<file path="src/rtl/sqrt_seq_if.sv">
// Operand/result handshake bundle for sqrt_seq: operand + side-band in, root + remainder + side-band out.
// The master drives operands and accepts results; the slave is the square-root engine.
interface sqrt_seq_if #(
  parameter int IN_W = 32,
  parameter int G_W  = 16
);
  logic                in_valid;
  logic                in_ready;
  logic [IN_W-1:0]     e;
  logic [G_W-1:0]      g0_in;
  logic [G_W-1:0]      g1_in;
  logic [1:0]          quad_in;
  logic                out_valid;
  logic                out_ready;
  logic [IN_W/2-1:0]   f;
  logic [IN_W/2:0]     rem;
  logic [G_W-1:0]      g0;
  logic [G_W-1:0]      g1;
  logic [1:0]          quad;

  modport master (
    output in_valid, e, g0_in, g1_in, quad_in, out_ready,
    input  in_ready, out_valid, f, rem, g0, g1, quad
  );

  modport slave (
    input  in_valid, e, g0_in, g1_in, quad_in, out_ready,
    output in_ready, out_valid, f, rem, g0, g1, quad
  );
endinterface

</file>
<file path="src/rtl/sqrt_seq.sv">
// Sequential integer square root: restoring radix-2 digit recurrence, one root bit per cycle,
// with optional round-to-nearest and side-band samples carried alongside each operand.
module sqrt_seq #(
  parameter int IN_W  = 32,
  parameter int G_W   = 16,
  parameter int ROUND = 0
) (
  input  logic      clk,
  input  logic      rst,
  sqrt_seq_if.slave bus
);
  localparam int HW = IN_W / 2;
  localparam int RW = HW + 1;
  localparam int CW = $clog2(HW + 1);

  typedef enum logic [1:0] {IDLE, CALC, DONE} state_t;

  state_t           state_q, state_d;
  logic [CW-1:0]    cnt_q, cnt_d;
  logic [IN_W-1:0]  x_q, x_d;
  logic [HW-1:0]    root_q, root_d;
  logic [RW-1:0]    acc_q, acc_d;
  logic [HW-1:0]    f_q, f_d;
  logic [RW-1:0]    rem_q, rem_d;
  logic [G_W-1:0]   g0_q, g0_d, g1_q, g1_d;
  logic [1:0]       quad_q, quad_d;

  logic [RW+1:0]    shifted;
  logic [RW+1:0]    trial;
  logic             ge;
  logic [HW-1:0]    rootNext;
  logic [RW-1:0]    accNext;

  // One recurrence step: bring down two radicand bits, try subtracting 4*root+1.
  // The partial remainder never exceeds 2*root, so it fits in HW+1 bits.
  always_comb begin
    shifted  = {acc_q, x_q[IN_W-1 -: 2]};
    trial    = {1'b0, root_q, 2'b01};
    ge       = (shifted >= trial);
    rootNext = {root_q[HW-2:0], ge};
    accNext  = ge ? RW'(shifted - trial) : RW'(shifted);
  end

  always_ff @(posedge clk) begin
    if (rst) begin
      state_q <= IDLE;
      cnt_q   <= '0;
      x_q     <= '0;
      root_q  <= '0;
      acc_q   <= '0;
      f_q     <= '0;
      rem_q   <= '0;
      g0_q    <= '0;
      g1_q    <= '0;
      quad_q  <= '0;
    end else begin
      state_q <= state_d;
      cnt_q   <= cnt_d;
      x_q     <= x_d;
      root_q  <= root_d;
      acc_q   <= acc_d;
      f_q     <= f_d;
      rem_q   <= rem_d;
      g0_q    <= g0_d;
      g1_q    <= g1_d;
      quad_q  <= quad_d;
    end
  end

  always_comb begin
    state_d = state_q;
    cnt_d   = cnt_q;
    x_d     = x_q;
    root_d  = root_q;
    acc_d   = acc_q;
    f_d     = f_q;
    rem_d   = rem_q;
    g0_d    = g0_q;
    g1_d    = g1_q;
    quad_d  = quad_q;
    case (state_q)
      IDLE: begin
        if (bus.in_valid) begin
          x_d     = bus.e;
          root_d  = '0;
          acc_d   = '0;
          cnt_d   = CW'(HW);
          g0_d    = bus.g0_in;
          g1_d    = bus.g1_in;
          quad_d  = bus.quad_in;
          state_d = CALC;
        end
      end
      CALC: begin
        x_d    = {x_q[IN_W-3:0], 2'b00};
        root_d = rootNext;
        acc_d  = accNext;
        cnt_d  = cnt_q - CW'(1);
        if (cnt_q == CW'(1)) begin
          state_d = DONE;
          f_d     = rootNext;
          rem_d   = accNext;
          // rem > f means e is closer to (f+1)^2; an all-ones root cannot go higher.
          if ((ROUND != 0) && (accNext > {1'b0, rootNext}) && !(&rootNext))
            f_d = rootNext + HW'(1);
        end
      end
      DONE: begin
        if (bus.out_ready) state_d = IDLE;
      end
      default: state_d = IDLE;
    endcase
  end

  assign bus.in_ready  = (state_q == IDLE);
  assign bus.out_valid = (state_q == DONE);
  assign bus.f         = f_q;
  assign bus.rem       = rem_q;
  assign bus.g0        = g0_q;
  assign bus.g1        = g1_q;
  assign bus.quad      = quad_q;
endmodule

</file>
<file path="src/flat_wrapper.sv">
// flat-port wrapper written by rule: the top's interface ports become plain ports
module sqrt_seq_flat 
#(
  parameter int IN_W  = 32,
  parameter int G_W   = 16,
  parameter int ROUND = 0
)
  (clk, rst, bus_in_valid, bus_e, bus_g0_in, bus_g1_in, bus_quad_in, bus_out_ready, bus_in_ready, bus_out_valid, bus_f, bus_rem, bus_g0, bus_g1, bus_quad);
  sqrt_seq_if #(.IN_W(IN_W), .G_W(G_W)) bus_i ();
  input  logic clk;
  input  logic rst;
  input wire logic [$bits(bus_i.in_valid)-1:0] bus_in_valid;
  input wire logic [$bits(bus_i.e)-1:0] bus_e;
  input wire logic [$bits(bus_i.g0_in)-1:0] bus_g0_in;
  input wire logic [$bits(bus_i.g1_in)-1:0] bus_g1_in;
  input wire logic [$bits(bus_i.quad_in)-1:0] bus_quad_in;
  input wire logic [$bits(bus_i.out_ready)-1:0] bus_out_ready;
  output wire logic [$bits(bus_i.in_ready)-1:0] bus_in_ready;
  output wire logic [$bits(bus_i.out_valid)-1:0] bus_out_valid;
  output wire logic [$bits(bus_i.f)-1:0] bus_f;
  output wire logic [$bits(bus_i.rem)-1:0] bus_rem;
  output wire logic [$bits(bus_i.g0)-1:0] bus_g0;
  output wire logic [$bits(bus_i.g1)-1:0] bus_g1;
  output wire logic [$bits(bus_i.quad)-1:0] bus_quad;
  assign bus_i.in_valid = bus_in_valid;
  assign bus_i.e = bus_e;
  assign bus_i.g0_in = bus_g0_in;
  assign bus_i.g1_in = bus_g1_in;
  assign bus_i.quad_in = bus_quad_in;
  assign bus_i.out_ready = bus_out_ready;
  assign bus_in_ready = bus_i.in_ready;
  assign bus_out_valid = bus_i.out_valid;
  assign bus_f = bus_i.f;
  assign bus_rem = bus_i.rem;
  assign bus_g0 = bus_i.g0;
  assign bus_g1 = bus_i.g1;
  assign bus_quad = bus_i.quad;
  sqrt_seq #(.IN_W(IN_W), .G_W(G_W), .ROUND(ROUND)) u_core (.clk(clk), .rst(rst), .bus(bus_i));
endmodule
</file>
<file path="config.mk">
export PLATFORM = sky130hd
export DESIGN_NAME = sqrt_seq_flat
export DESIGN_NICKNAME = d
export VERILOG_FILES = /design/src/rtl/sqrt_seq_if.sv /design/src/rtl/sqrt_seq.sv /design/src/flat_wrapper.sv
export SDC_FILE = /design/constraint.sdc
export NUM_CORES = 1
export LEC_CHECK = 0
export BUFFER_PORTS_ARGS = -buffer_cell sky130_fd_sc_hd__buf_2
export CORE_MARGIN = 2
export CORE_UTILIZATION = 40
export DETAILED_ROUTE_END_ITERATION = 8
export PLACE_DENSITY = 0.61
export SLEW_MARGIN = 20
export SYNTH_ARGS = -nofsm -noshare
export SYNTH_HDL_FRONTEND = slang
export SYNTH_SLANG_ARGS = --single-unit
</file>
<file path="constraint.sdc">
create_clock -name clk -period 2.55 [get_ports clk]
set_input_delay 0.255 -clock clk [delete_from_list [all_inputs] [get_ports clk]]
set_output_delay 0.255 -clock clk [all_outputs]
set_load 0.05 [all_outputs]
</file>
# Word-level counts from Yosys, hierarchy flattened
# Index checks and enable logic that the tools add are counted.
[classes]
n_addsub = 2
magnitude_cmp = 1
eq_ne = 6
mux = 13
reduce_logical = 6
[ops]
columns = ["op", "count"]
rows = [
  ["one-hot mux 32 bit (2 select lines)", 1],
  ["two-way mux 17 bit", 2],
  ["one-hot mux 17 bit (2 select lines)", 1],
  ["two-way mux 32 bit", 1],
  ["one-hot mux 16 bit (2 select lines)", 1],
  [">= comparator 19 x 18 -> 1 bit", 1],
  ["subtractor 17 bit", 1],
  ["two-way mux 16 bit", 1],
  ["one-hot mux 5 bit (2 select lines)", 1],
  ["two-way mux 2 bit", 3],
  ["one-hot mux 2 bit (3 select lines)", 1],
  ["AND reduction 2 bit", 3],
  ["== test 5 x 1 -> 1 bit, second input constant", 1],
  ["two-way mux 5 bit", 1],
  ["subtractor 5 x 1 -> 5 bit, second input constant", 1],
  ["inequality test 2 bit, second input constant", 2],
  ["AND reduction 3 bit", 1],
  ["== test 2 x 1 -> 1 bit, second input constant", 1],
  ["== test 2 bit, second input constant", 1],
  ["logical NOT 2 bit", 1],
  ["inequality test 2 x 1 -> 1 bit, second input constant", 1],
  ["nonzero test 2 bit", 1],
]
[word_totals]
regBits = 139
input_bits = 70
output_inout_bits = 69
elab_cells = 38

# Longest topological paths before layout
# Gate-level depths: netlist of the first run.
[depth]
ltp_word = 3
mapped_depth = 11
mapped_depth_nobuf = 9

# Worst setup path after synthesis of the first run
# No wires, ideal clock.
[synth_path]
path_kind = "reg-to-reg"
from = "register u_core.root_q[6]"
to = "register u_core.rem_q[15] (netlist: u_core.bus.rem[15])"
setup_ps = 73
arrival_ps = 2217
t_required_ps = 2477
slack_ps = 260
stages_incl_launch_ff = 10
path_buffers = 0
period_less_slack_ps = 2290
cell_sequence = "dfxtp_1 > inv_1 > ha_1 > a21oi_1 > o21ai_1 > a221oi_2 > a21oi_2 > o31a_4 > or4b_4 > o211ai_2"
[synth_via]
elab_chain_cells = 2
word_cells_on_any_way = 3
cone_classes = "add/sub (1); order compare (1); mux (1)"
[synth_rtl]
columns = ["item", "line_no", "source"]
rows = [
  ["start, declared", "sqrt_seq.sv:21", "logic [HW-1:0] root_q, root_d;"],
  ["start signal, assigned", "sqrt_seq.sv:60", "root_q <= root_d;"],
  ["subtractor 17 bit or >= comparator 19 x 18 -> 1 bit (tied branches)", "sqrt_seq.sv:41, sqrt_seq.sv:39", ""],
  ["two-way mux 17 bit (*)", "sqrt_seq.sv:41", "accNext = ge ? RW'(shifted - trial) : RW'(shifted);"],
  ["end signal, assigned", "sqrt_seq.sv:63", "rem_q <= rem_d;"],
  ["end, declared", "sqrt_seq.sv:24", "logic [RW-1:0] rem_q, rem_d;"],
]
# Every way passes the cells marked *; elsewhere a longest branch is shown, timed or not.
# A chain may end at the register's enable or synchronous reset.

# Final worst setup path of the first run
[layout_path]
from = "register u_core.root_q[4]"
to = "register u_core.acc_q[14]"
[layout_via]
elab_chain_cells = 3
word_cells_on_any_way = 4
cone_classes = "add/sub (1); order compare (1); mux (2)"
[layout_rtl]
columns = ["item", "line_no", "source"]
rows = [
  ["subtractor 17 bit or >= comparator 19 x 18 -> 1 bit (tied branches)", "sqrt_seq.sv:41, sqrt_seq.sv:39", ""],
  ["two-way mux 17 bit (*)", "sqrt_seq.sv:41", ""],
  ["one-hot mux 17 bit (2 select lines) (*)", "sqrt_seq.sv:81", "case (state_q)"],
  ["end signal, assigned", "sqrt_seq.sv:50", "acc_q <= '0;"],
  ["end signal, assigned", "sqrt_seq.sv:61", "acc_q <= acc_d;"],
  ["end, declared", "sqrt_seq.sv:22", "logic [RW-1:0] acc_q, acc_d;"],
]
# Marked as above.

==> flow_summary_export.csv, run 1 <==
group,metric,value,unit
sta,slew_headroom,0.539,
die,initial_core_util,0.408,
setup_path,critPathMaxStageDelay,0.42,ns
layout,multi_input_area,3110,um2
setup_path,cp.depth,10,
die,rows,45,
drt,wl_met2,7.39,mm
logic_synthesis,netlist_top_cells_area,"dfxtp_1 (45%), nand2_1 (11%), a21oi_1 (9.5%)",
drt,post_drt_wl_per_cell,14.5,um
logic_synthesis,yosysTopAreaCellShare,0.452,
layout,drive_above_1_share,0.265,
global_route,antenna_found_initial,1,
layout,fin_util,0.524,
drt,dr.pass1.iters,5,
layout,syn2layout_area_growth,28.4,%
setup_path,worstRegToRegCells,10,
die,ios,139,
logic_synthesis,syn_area_per_cell,8.16,um2
clocking,cts_buffers,17,
setup_path,cp-end-kind,"flip-flop",
placed_design,place_area,7230,um2
setup_path,arrival,2.74,ns
pwr,ir_worst_vdd,0.556,mV
global_route,grt_pass1_vias,5382,
logic_synthesis,ys_seq_area_frac,0.452,
die,coreArea,15100,um2
placed_design,numPortBuffers,138,
setup_path,required,2.82,ns
outcome,outcome,"finished, final reports clean",
die,die_x,128,um
logic_synthesis,yosysMostFrequentCell,"nand2_1",
setup_path,path_cells,"inv_1 > ha_1 > a21oi_1 > o21ai_2 > a221oi_2 > a21oi_2 > o31a_4 > buf_4 > mux2i_1 > o21ai_0",
sta,drv_slew,0,
logic_synthesis,synth_commonest_cells,"nand2_1 (182), dfxtp_1 (139), a21oi_1 (117)",
sta,fmax,0.405,GHz
run,drv_cap,0,
drt,top_layer,"met5",
die,dieHeight,128,um
clocking,cts-hold-fix-buffers,0,
clocking,clk_pin_slew,0.06,ns
drt,drt_iter0_markers,368,
layout,final_nets,992,
drt,post-route-drc-count,0,
placed_design,dp_cells,1069,
logic_synthesis,synth_edf_count,0,
clocking,clkSinkCount,139,
clocking,clk_latency,0.42,ns
logic_synthesis,ys.flop_type,"dfxtp_1",
sta,hold_viol_final,0,
layout,final_cell_area,7900,um2
logic_synthesis,netlist_instances,754,
sta,skew,0.00974,ns
hold_path,min_path_type,"input port to flip-flop",
placed_design,dp.final_hpwl,10.8,mm
die,dieArea,16400,um2
global_route,grt_usage,0.194,
logic_synthesis,synth.net_count,844,
setup_path,critical_path.top_delay_family,"compound AO/OA/AOI/OAI gates",
layout,n_antenna_cell,0,
logic_synthesis,yosysWarnings,0,
global_route,grt_pass1_wl,25.6,mm
drt,wl_met1,7.25,mm
setup_path,crit_type,"flip-flop to flip-flop",
clocking,cts_root_buffer,"clkbuf_16",
placed_design,place_congestion,0.849,
logic_synthesis,ys_ff_latch,139,
logic_synthesis,ys_types,59,
logic_synthesis,syn_area,6150,um2
drt,drt-total-wl,16.0,mm
pwr,p_leak,3.33,nW
clocking,cts_tree,"done",
drt,vias,5689,
logic_synthesis,async_flop_share,0,
sta,tns,0,ns
sta,period_share,0.968,
sta,worst_pin_slew,0.692,ns
drt,via_per_inst,5.16,
logic_synthesis,netlist.top_cell.by_area,"dfxtp_1",
clocking,clock_path_buffers,2,
sta,setup_violations,0,
setup_path,cp_slowest_cell,"o31a_4",
setup_path,path_max_fanout,8,
global_route,grt_max_degree,61,
global_route,overflow,0,
hold_path,hold_depth,3,
drt,met3WireLength,1.12,mm
layout,fill_cells,1496,
layout,seqCellArea,2780,um2
drt,ant_nets,0,
sta,final.min_clock_period,2.47,ns
pwr,cellPowerDensity,956,nW/um2
layout,final_cells,1102,
clocking,cts-htree-levels,4,
setup_path,critPathBufInv,2,
setup_path,startpoint_type,"flip-flop",
[placed cells by master, fill, tap and decap left out, types with 4 or more instances in the layout]
cell type and count:
nand2_1 181, dfxtp_1 139, buf_2 137, a21oi_1 116, buf_4 43, a22oi_1 30, nor2_1 25, nand3_1 24
inv_1 22, ha_1 20, o21ai_0 19, clkbuf_16 17, a211oi_1 10, mux2i_1 9, xnor2_1 8, nor3_1 7
nand2b_1 6, a21o_1 6, nand3b_1 6, xor2_1 5, o211ai_1 4, o21a_1 4
[area by class of cell]
| cell class | instances | share of cell area |
|---|---|---|
| Tap cell | 188 | 0.0298 |
| Multi-Input combinational cell | 538 | 0.393 |
| Timing Repair Buffer | 184 | 0.137 |
| Inverter | 22 | 0.0105 |
| Clock inverter | 12 | 0.0204 |
| Sequential cell | 139 | 0.352 |
| Clock buffer | 19 | 0.0573 |
[power by group]
| group | leakage, nW | internal [mW] | switching [mW] | total (mW) |
|---|---|---|---|---|
| registers | 1.13 | 2.31 | 0.0916 | 2.41 |
| logic | 1.90 | 1.13 | 1.44 | 2.58 |
| clock network | 0.292 | 1.59 | 0.975 | 2.57 |
| total | 3.33 | 5.04 | 2.51 | 7.55 |
[final timing paths]
check / startpoint / endpoint / slack, ns
max: u_core.root_q[4] / u_core.acc_q[14] / 0.08
min reg2reg: u_core.bus.g0[13] / u_core.bus.g0[13] / 0.45
max reg2reg: u_core.root_q[4] / u_core.acc_q[14] / 0.08
min: bus_g0_in[4] / u_core.bus.g0[4] / 0.06
[metrics by stage]
stage	hold slack (ns)	total power [mW]	setup slack (ns)
6_report	0.0627	7.55	0.0816
5_1_grt	0.0516	7.91	-0.0138
4_1_cts	0.0531	7.39	0.0721
3_5_place_dp	0.443	4.81	0.110
3_3_place_gp	0.438	4.81	0.151
2_1_floorplan	0.391	4.21	0.260
[sequential cells by signal, summed over array words and instances (netlist names)]
signal and count:
u_core.bus.g0 16, u_core.bus.g1 16, u_core.bus.quad 2, u_core.x_q 32, u_core.root_q 16, u_core.state_q 2, u_core.bus.f 16, u_core.acc_q 17
u_core.bus.rem 17, u_core.cnt_q 5
[tightest hold or removal path, stage by stage]
cell and delay [ns]:
buf_2 0.09, nand2_1 0.04, a21oi_1 0.05
[kinds of logic (layout without fill, tap and decap cells)]
group           count (synthesis)  count (layout)  share of synthesized area
mux                            12              12                     0.0195
buf+inv                        77             237                     0.0525
compound gates                217             217                      0.221
xor+xnor                       13              13                     0.0185
flops                         139             139                      0.452
simple gates                  276             276                      0.196
fa+ha+maj                      20              20                     0.0407
[layer usage]
| layer | vias up | track usage |
|---|---|---|
| met4 | 2 | 0.0672 |
| met3 | 26 | 0.0630 |
| li1 | 2901 | - |
| met2 | 158 | 0.310 |
| met1 | 2602 | 0.246 |
| met5 | - | 0 |
[timing repair]
| action | CTS | global route |
|---|---|---|
| buffers inserted | 0 | 2 |
| setup endpoints to repair | 0 | 14 |
| resized for setup | 0 | 9 |
Note: power is estimated with default switching activity, not from simulation.
==> run 2: changes to the inputs <==
--- a/config.mk
+++ b/config.mk
@@ -10,5 +10,6 @@
 export CORE_UTILIZATION = 40
 export DETAILED_ROUTE_END_ITERATION = 8
-export PLACE_DENSITY = 0.61
+export MAX_ROUTING_LAYER = met4
+export PLACE_DENSITY_LB_ADDON = 0.15
 export SLEW_MARGIN = 20
 export SYNTH_ARGS = -nofsm -noshare
==> constraint.sdc (replaced) <==
create_clock -name clk -period 2.55 [get_ports clk]
set_input_delay 0.255 -clock clk [delete_from_list [all_inputs] [get_ports clk]]
set_output_delay 0.255 -clock clk [all_outputs]
set_load 0.02 [all_outputs]
==> run 2 against run 1 <==
Compared with the run above: clock skew is 0.0042 ns higher; clock-buffer cell count is 3 higher; register-to-register slack hardly changed; worst setup slack worse by 0.011 ns; die area stayed put; first-iteration DRC count is 15% lower; global-route usage is 1.4 points higher; power is 3.1% lower; cell count is 0.45% lower; critical path depth is 1 lower; combinational power is 8.1% lower; hold slack worse by 0.00084 ns; largest power group is now clock.
==> flow_summary_export.csv, run 2 (synthesis results as in run 1) <==
group,metric,value,unit
clocking,clock_path_buffers,2,
layout,fin_util,0.521,
sta,skew,0.0139,ns
hold_path,min_path_type,"input port to flip-flop",
run,drv_cap,0,
global_route,overflow,0,
layout,final_cell_area,7860,um2
drt,vias,5806,
hold_path,min_to,"u_core.bus.g0[10]",
placed_design,place_area,7120,um2
sta,period_share,0.972,
die,dieArea,16400,um2
pwr,p_leak,3.31,nW
placed_design,place_congestion,0.937,
setup_path,cp-end-kind,"flip-flop",
setup_path,path_cells,"inv_1 > ha_1 > a21oi_2 > o21ai_2 > a221oi_4 > a21oi_4 > o31a_4 > or4b_4 > o211ai_2",
drt,post-route-drc-count,0,
die,rows,45,
hold_path,hold_depth,3,
outcome,outcome,"finished, final reports clean",
clocking,clk_pin_slew,0.06,ns
clocking,cts_root_buffer,"clkbuf_16",
setup_path,path_max_fanout,6,
global_route,met3_usage,0.0584,
setup_path,regToRegSetupSlack,0.07,ns
setup_path,worstRegToRegCells,9,
setup_path,crit_type,"flip-flop to flip-flop",
layout,largest_register_ffs,32,
layout,layout_common_cells,"nand2_1 (181), buf_2 (137), dfxtp_1 (136)",
sta,fmax,0.403,GHz
setup_path,critical_path.top_delay_family,"compound AO/OA/AOI/OAI gates",
setup_path,required,2.90,ns
drt,post_drt_wl_per_cell,15.1,um
layout,drive_above_1_share,0.261,
global_route,top_usage_layer,"met2",
drt,dr.pass1.iters,5,
clocking,cts-htree-levels,4,
setup_path,critPathBufInv,1,
setup_path,timing.rr.start,"u_core.root_q[4]",
clocking,cts_buffers,17,
die,dieHeight,128,um
drt,drt-total-wl,16.5,mm
sta,rsz0062_at_grt,"true",
drt,ant_nets,0,
global_route,grt_pass1_vias,5596,
layout,layout_commonest_cell,"nand2_1",
global_route,grt_util_met2,0.337,
setup_path,arrival,2.83,ns
die,coreArea,15100,um2
hold_path,hold_start,"bus_g0_in[10]",
layout,final_nets,985,
setup_path,cp_slowest_cell,"or4b_4",
global_route,grt_pass1_wl,26.4,mm
global_route,grtUsageMet1,0.248,
drt,drt_iter0_markers,311,
sta,slew_headroom,0.440,
clocking,clk_latency,0.43,ns
global_route,grt_max_degree,63,
sta,final.min_clock_period,2.48,ns
setup_path,startpoint_type,"flip-flop",
die,initial_core_util,0.408,
drt,via_per_inst,5.29,
setup_path,crit-reg2reg-capture,"u_core.bus.rem[15]",
placed_design,numPortBuffers,138,
layout,fill_cells,1491,
layout,syn2layout_area_growth,27.7,%
pwr,ir_worst_vdd,0.505,mV
sta,setup_violations,0,
global_route,antenna_found_initial,1,
pwr,cellPowerDensity,931,nW/um2
die,die_x,128,um
clocking,cts_tree,"done",
pwr,p_total,7.31,mW
sta,hold_viol_final,0,
sta,worst_pin_slew,0.838,ns
sta,worst_hold_slack,0.0619,ns
placed_design,dp.final_hpwl,11.2,mm
die,ios,139,
global_route,grt_usage,0.208,
layout,top_register,"u_core.x_q",
clocking,clkSinkCount,139,
setup_path,critPathMaxStageDelay,0.54,ns
sta,drv_slew,0,
[run 2: changes by cell type in the layout (fill, tap and decap cells not counted), moves of 3 or more]
cell | previous run | this run
dfxtp_1 | 139 | 136
buf_4 | 43 | 38
buf_12 | 3 | 0
clkbuf_1 | 0 | 3
clkinvlp_4 | 3 | 0
dfxtp_2 | 0 | 3
[run 2: what timing repair did]
item	4_1_cts	5_1_grt
setup buffers	0	2
resized for setup	0	17
setup endpoints to repair	0	31
hold endpoints to repair	0	0
hold buffers	0	0
[run 2: through the flow]
stage / worst slack (ns) / TNS, ns / cells
detailed placement: 0.0291 / 0 / 1060
global placement: 0.0737 / 0 / 1060
CTS: 0.00779 / 0 / 1092
floorplan: 0.260 / 0 / 754
global route: -0.0181 / -0.0628 / 1097
finish: 0.0711 / 0 / 1097
[run 2: worst max-delay path by stage]
stage	depth (start not counted)	start	end
4_1_cts	9	u_core.root_q[4]	u_core.bus.rem[15]
3_5_place_dp	9	u_core.root_q[4]	u_core.bus.rem[15]
2_1_floorplan	9	u_core.root_q[6]	u_core.bus.rem[15]
3_3_place_gp	9	u_core.root_q[4]	u_core.bus.rem[15]
6_report	9	u_core.root_q[4]	u_core.bus.rem[15]
5_1_grt	9	u_core.root_q[2]	u_core.bus.rem[2]
[run 2: layout make-up]
cell class	count	area, um2	share of cell area
Timing Repair Buffer	175	971	0.124
Inverter	22	82.6	0.0105
Sequential cell	139	2790	0.355
Clock inverter	10	140	0.0178
Multi-Input combinational cell	540	3170	0.404
Tap cell	188	235	0.0299
Clock buffer	22	464	0.0591
Antenna cell	1	2.50	0.000319
[run 2: routing by layer]
metal,part of all wire,up-vias
met3,0.054,26
li1,-,2894
met1,0.45,2732
met5,0,-
met4,0.013,0
met2,0.49,154
[run 2: power breakdown]
group | leakage [nW] | switching, mW | internal, mW | total, mW
Clock | 0.298 | 0.934 | 1.59 | 2.53
Sequential | 1.13 | 0.0987 | 2.31 | 2.41
Combinational | 1.88 | 1.36 | 1.02 | 2.37
[run 2: worst register-to-register path: stages (launching register included)]
cell	delay, ns
dfxtp_1	0.33
inv_1	0.05
ha_1	0.32
a21oi_2	0.16
o21ai_2	0.09
a221oi_4	0.30
a21oi_4	0.13
o31a_4	0.41
or4b_4	0.54
o211ai_2	0.07
==> run 3: changes to the inputs <==
Settings changed: ABC_AREA from default to 1.
==> run 3 against run 2 <==
Compared with the run above: design area up 1.6%; sequential power is 5% higher; highest routed layer unchanged; register-to-register slack improved by 0.35 ns; die area is 6.0% higher; via count grew 5.8%; non-clock buffer count decreased by 26.
==> flow_summary_export.csv, run 3 <==
group,metric,value,unit
run,drv_cap,0,
clocking,cts_buffers,17,
setup_path,path_cells,"inv_1 > ha_1 > nand2_1 > nor2_1 > nand3_1 > nor2_2 > nor2_4 > nand2_4 > nand3_1 > nand2_1 > nand2_1 > a21oi_1",
pwr,p_int,5.18,mW
clocking,cts_root_buffer,"clkbuf_16",
layout,layout_common_cells,"nand2_1 (283), dfxtp_1 (139), buf_2 (137)",
logic_synthesis,yosysWarnings,0,
pwr,switching_share,0.422,
setup_path,cp-end-kind,"flip-flop",
clocking,postCtsResizedCells,0,
pwr,seqPwrFrac,0.282,
logic_synthesis,syn_area_per_cell,6.92,um2
global_route,overflow,0,
clocking,postCtsSetupBuffers,0,
global_route,antenna_found_initial,0,
drt,via_per_inst,4.75,
clocking,cts-hold-fix-buffers,0,
logic_synthesis,ys_types,33,
logic_synthesis,synth_commonest_cells,"nand2_1 (283), dfxtp_1 (139), nor2_1 (130)",
pwr,switchingPower,3.78,mW
die,coreArea,15900,um2
global_route,grt_pass1_wl,27.9,mm
sta,rsz0062_at_grt,"false",
layout,syn2layout_area_growth,22.1,%
clocking,cts_tree,"done",
clocking,clk_latency,0.43,ns
global_route,grt_max_degree,69,
drt,vias,6140,
sta,period_share,0.836,
clocking,cts-htree-levels,4,
setup_path,critPathBufInv,1,
placed_design,place_area,7380,um2
logic_synthesis,netlist.top_cell.by_area,"dfxtp_1",
layout,final_nets,1153,
setup_path,cpMostUsedCell,"nand2_1",
logic_synthesis,synth_edf_count,0,
logic_synthesis,netlist_top_cells_area,"dfxtp_1 (43%), nand2_1 (16%), nor2_1 (7.5%)",
sta,worst_slack,0.418,ns
die,initial_core_util,0.410,
logic_synthesis,synth.net_count,1034,
setup_path,arrival,2.48,ns
logic_synthesis,yosysTopAreaCellShare,0.426,
sta,skew,0.0101,ns
layout,n_antenna_cell,0,
pwr,p_leak,3.77,nW
die,ios,139,
placed_design,dp.final_hpwl,11.5,mm
sta,drv_slew,0,
layout,final_cell_area,7980,um2
pwr,comb_power_share,0.438,
setup_path,startpoint_type,"flip-flop",
layout,top_register,"u_core.x_q",
pwr,power_frac_clock,0.279,
sta,hold_viol_final,0,
sta,final.min_clock_period,2.13,ns
layout,layout_commonest_cell,"nand2_1",
die,dieHeight,132,um
clocking,clkSinkCount,139,
placed_design,preCtsSetupSlack,0.415,ns
sta,tns,0,ns
logic_synthesis,yosysMostFrequentCell,"nand2_1",
logic_synthesis,ys_seq_area_frac,0.426,
setup_path,path_max_fanout,20,
sta,worst_pin_slew,1.03,ns
layout,largest_register_ffs,32,
drt,ant_nets,0,
placed_design,numPortBuffers,138,
drt,drt-total-wl,16.8,mm
sta,fmax,0.469,GHz
drt,post_drt_wl_per_cell,13.0,um
sta,slew_headroom,0.314,
clocking,clk_pin_slew,0.07,ns
setup_path,crit_type,"flip-flop to flip-flop",
setup_path,cp_slowest_cell,"ha_1",
drt,post-route-drc-count,0,
pwr,ir_worst_vdd,0.543,mV
logic_synthesis,syn_area,6530,um2
global_route,grtUsageMet1,0.254,
setup_path,critPathMaxStageDelay,0.36,ns
global_route,met3_usage,0.0511,
die,die_x,132,um
outcome,outcome,"finished, final reports clean",
die,rows,46,
setup_path,critical_path.top_delay_family,"simple AND/OR/NAND/NOR gates",
hold_path,min_path_type,"input port to flip-flop",
die,dieArea,17400,um2
global_route,grt_pass1_vias,5713,
global_route,grt_util_met2,0.316,
logic_synthesis,ys.flop_type,"dfxtp_1",
drt,drt_iter0_markers,280,
clocking,clock_path_buffers,2,
logic_synthesis,ys_ff_latch,139,
logic_synthesis,async_flop_share,0,
setup_path,required,2.90,ns
layout,drive_above_1_share,0.194,
global_route,grt_usage,0.203,
placed_design,place_congestion,0.864,
global_route,top_usage_layer,"met2",
sta,setup_violations,0,
logic_synthesis,netlist_instances,944,
pwr,cellPowerDensity,1120,nW/um2
drt,dr.pass1.iters,5,
==> run 3: changes by cell type after synthesis, moves of 30 or more <==
| cell | previous run | this run |
|---|---|---|
| a22oi_1 | 30 | 0 |
| nand2_1 | 182 | 283 |
| nor2_1 | 27 | 130 |
| inv_1 | 22 | 93 |
| a21oi_1 | 117 | 49 |
| o21ai_0 | 19 | 50 |
==> run 3: power groups by stage <==
stage / combinational (mW) / clock [mW] / sequential, mW
detailed placement: 3.95 / 0 / 2.58
global placement: 3.94 / 0 / 2.57
finish: 3.93 / 2.50 / 2.53
floorplan: 3.05 / 0 / 2.63
global route: 4.48 / 2.65 / 2.56
CTS: 3.96 / 2.55 / 2.53
==> run 3: worst paths after layout <==
check | to | slack (ns) | depth (start not counted) | startpoint
worst min register to register | u_core.cnt_q[1] | 0.46 | 2 | u_core.cnt_q[1]
worst min-delay path | u_core.bus.g0[7] | 0.07 | 3 | bus_g0_in[7]
worst max-delay path | u_core.acc_q[13] | 0.42 | 12 | u_core.root_q[3]
worst max register to register | u_core.acc_q[13] | 0.42 | 12 | u_core.root_q[3]
==> run 3: area by class of cell <==
class                      count  area (um2)
clock buffer                  18         439
clock inverter                14         158
fill                        1692        7970
inverter                      96         360
multi-input combinational    660        3180
sequential                   139        2780
tap                          216         270
timing repair buffer         149         788
==> run 3: kinds of logic (layout without fill, tap and decap cells) <==
| kind of cell | count (synthesis) | in the layout | synth area share |
|---|---|---|---|
| compound gates | 152 | 152 | 0.131 |
| simple gates | 481 | 481 | 0.306 |
| xor+xnor | 7 | 7 | 0.00939 |
| flops | 139 | 139 | 0.426 |
| fa+ha+maj | 20 | 20 | 0.0383 |
| buf+inv | 145 | 277 | 0.0900 |
==> run 3: through the flow <==
stage / utilization / power (mW) / instances / hold WS [ns]
finish: 0.500 / 8.96 / 1292 / 0.0729
global route: 0.500 / 9.69 / 1292 / 0.0714
CTS: 0.500 / 9.05 / 1292 / 0.0575
detailed placement: 0.463 / 6.52 / 1260 / 0.455
global placement: 0.463 / 6.51 / 1260 / 0.449
floorplan: - / 5.68 / 944 / 0.404
==> run 3: metal layers <==
layer  wire length, um  share of wire
met3               826          0.049
met5                 0              0
met4               353          0.021
met1              7940           0.47
met2              7720           0.46
==> run 3: worst min-delay path, delay by kind of cell <==
kind | cells | cell delay [ns]
buffers and inverters | 1 | 0.07
AO/OA/AOI/OAI | 1 | 0.07
AND/OR/NAND/NOR | 1 | 0.07
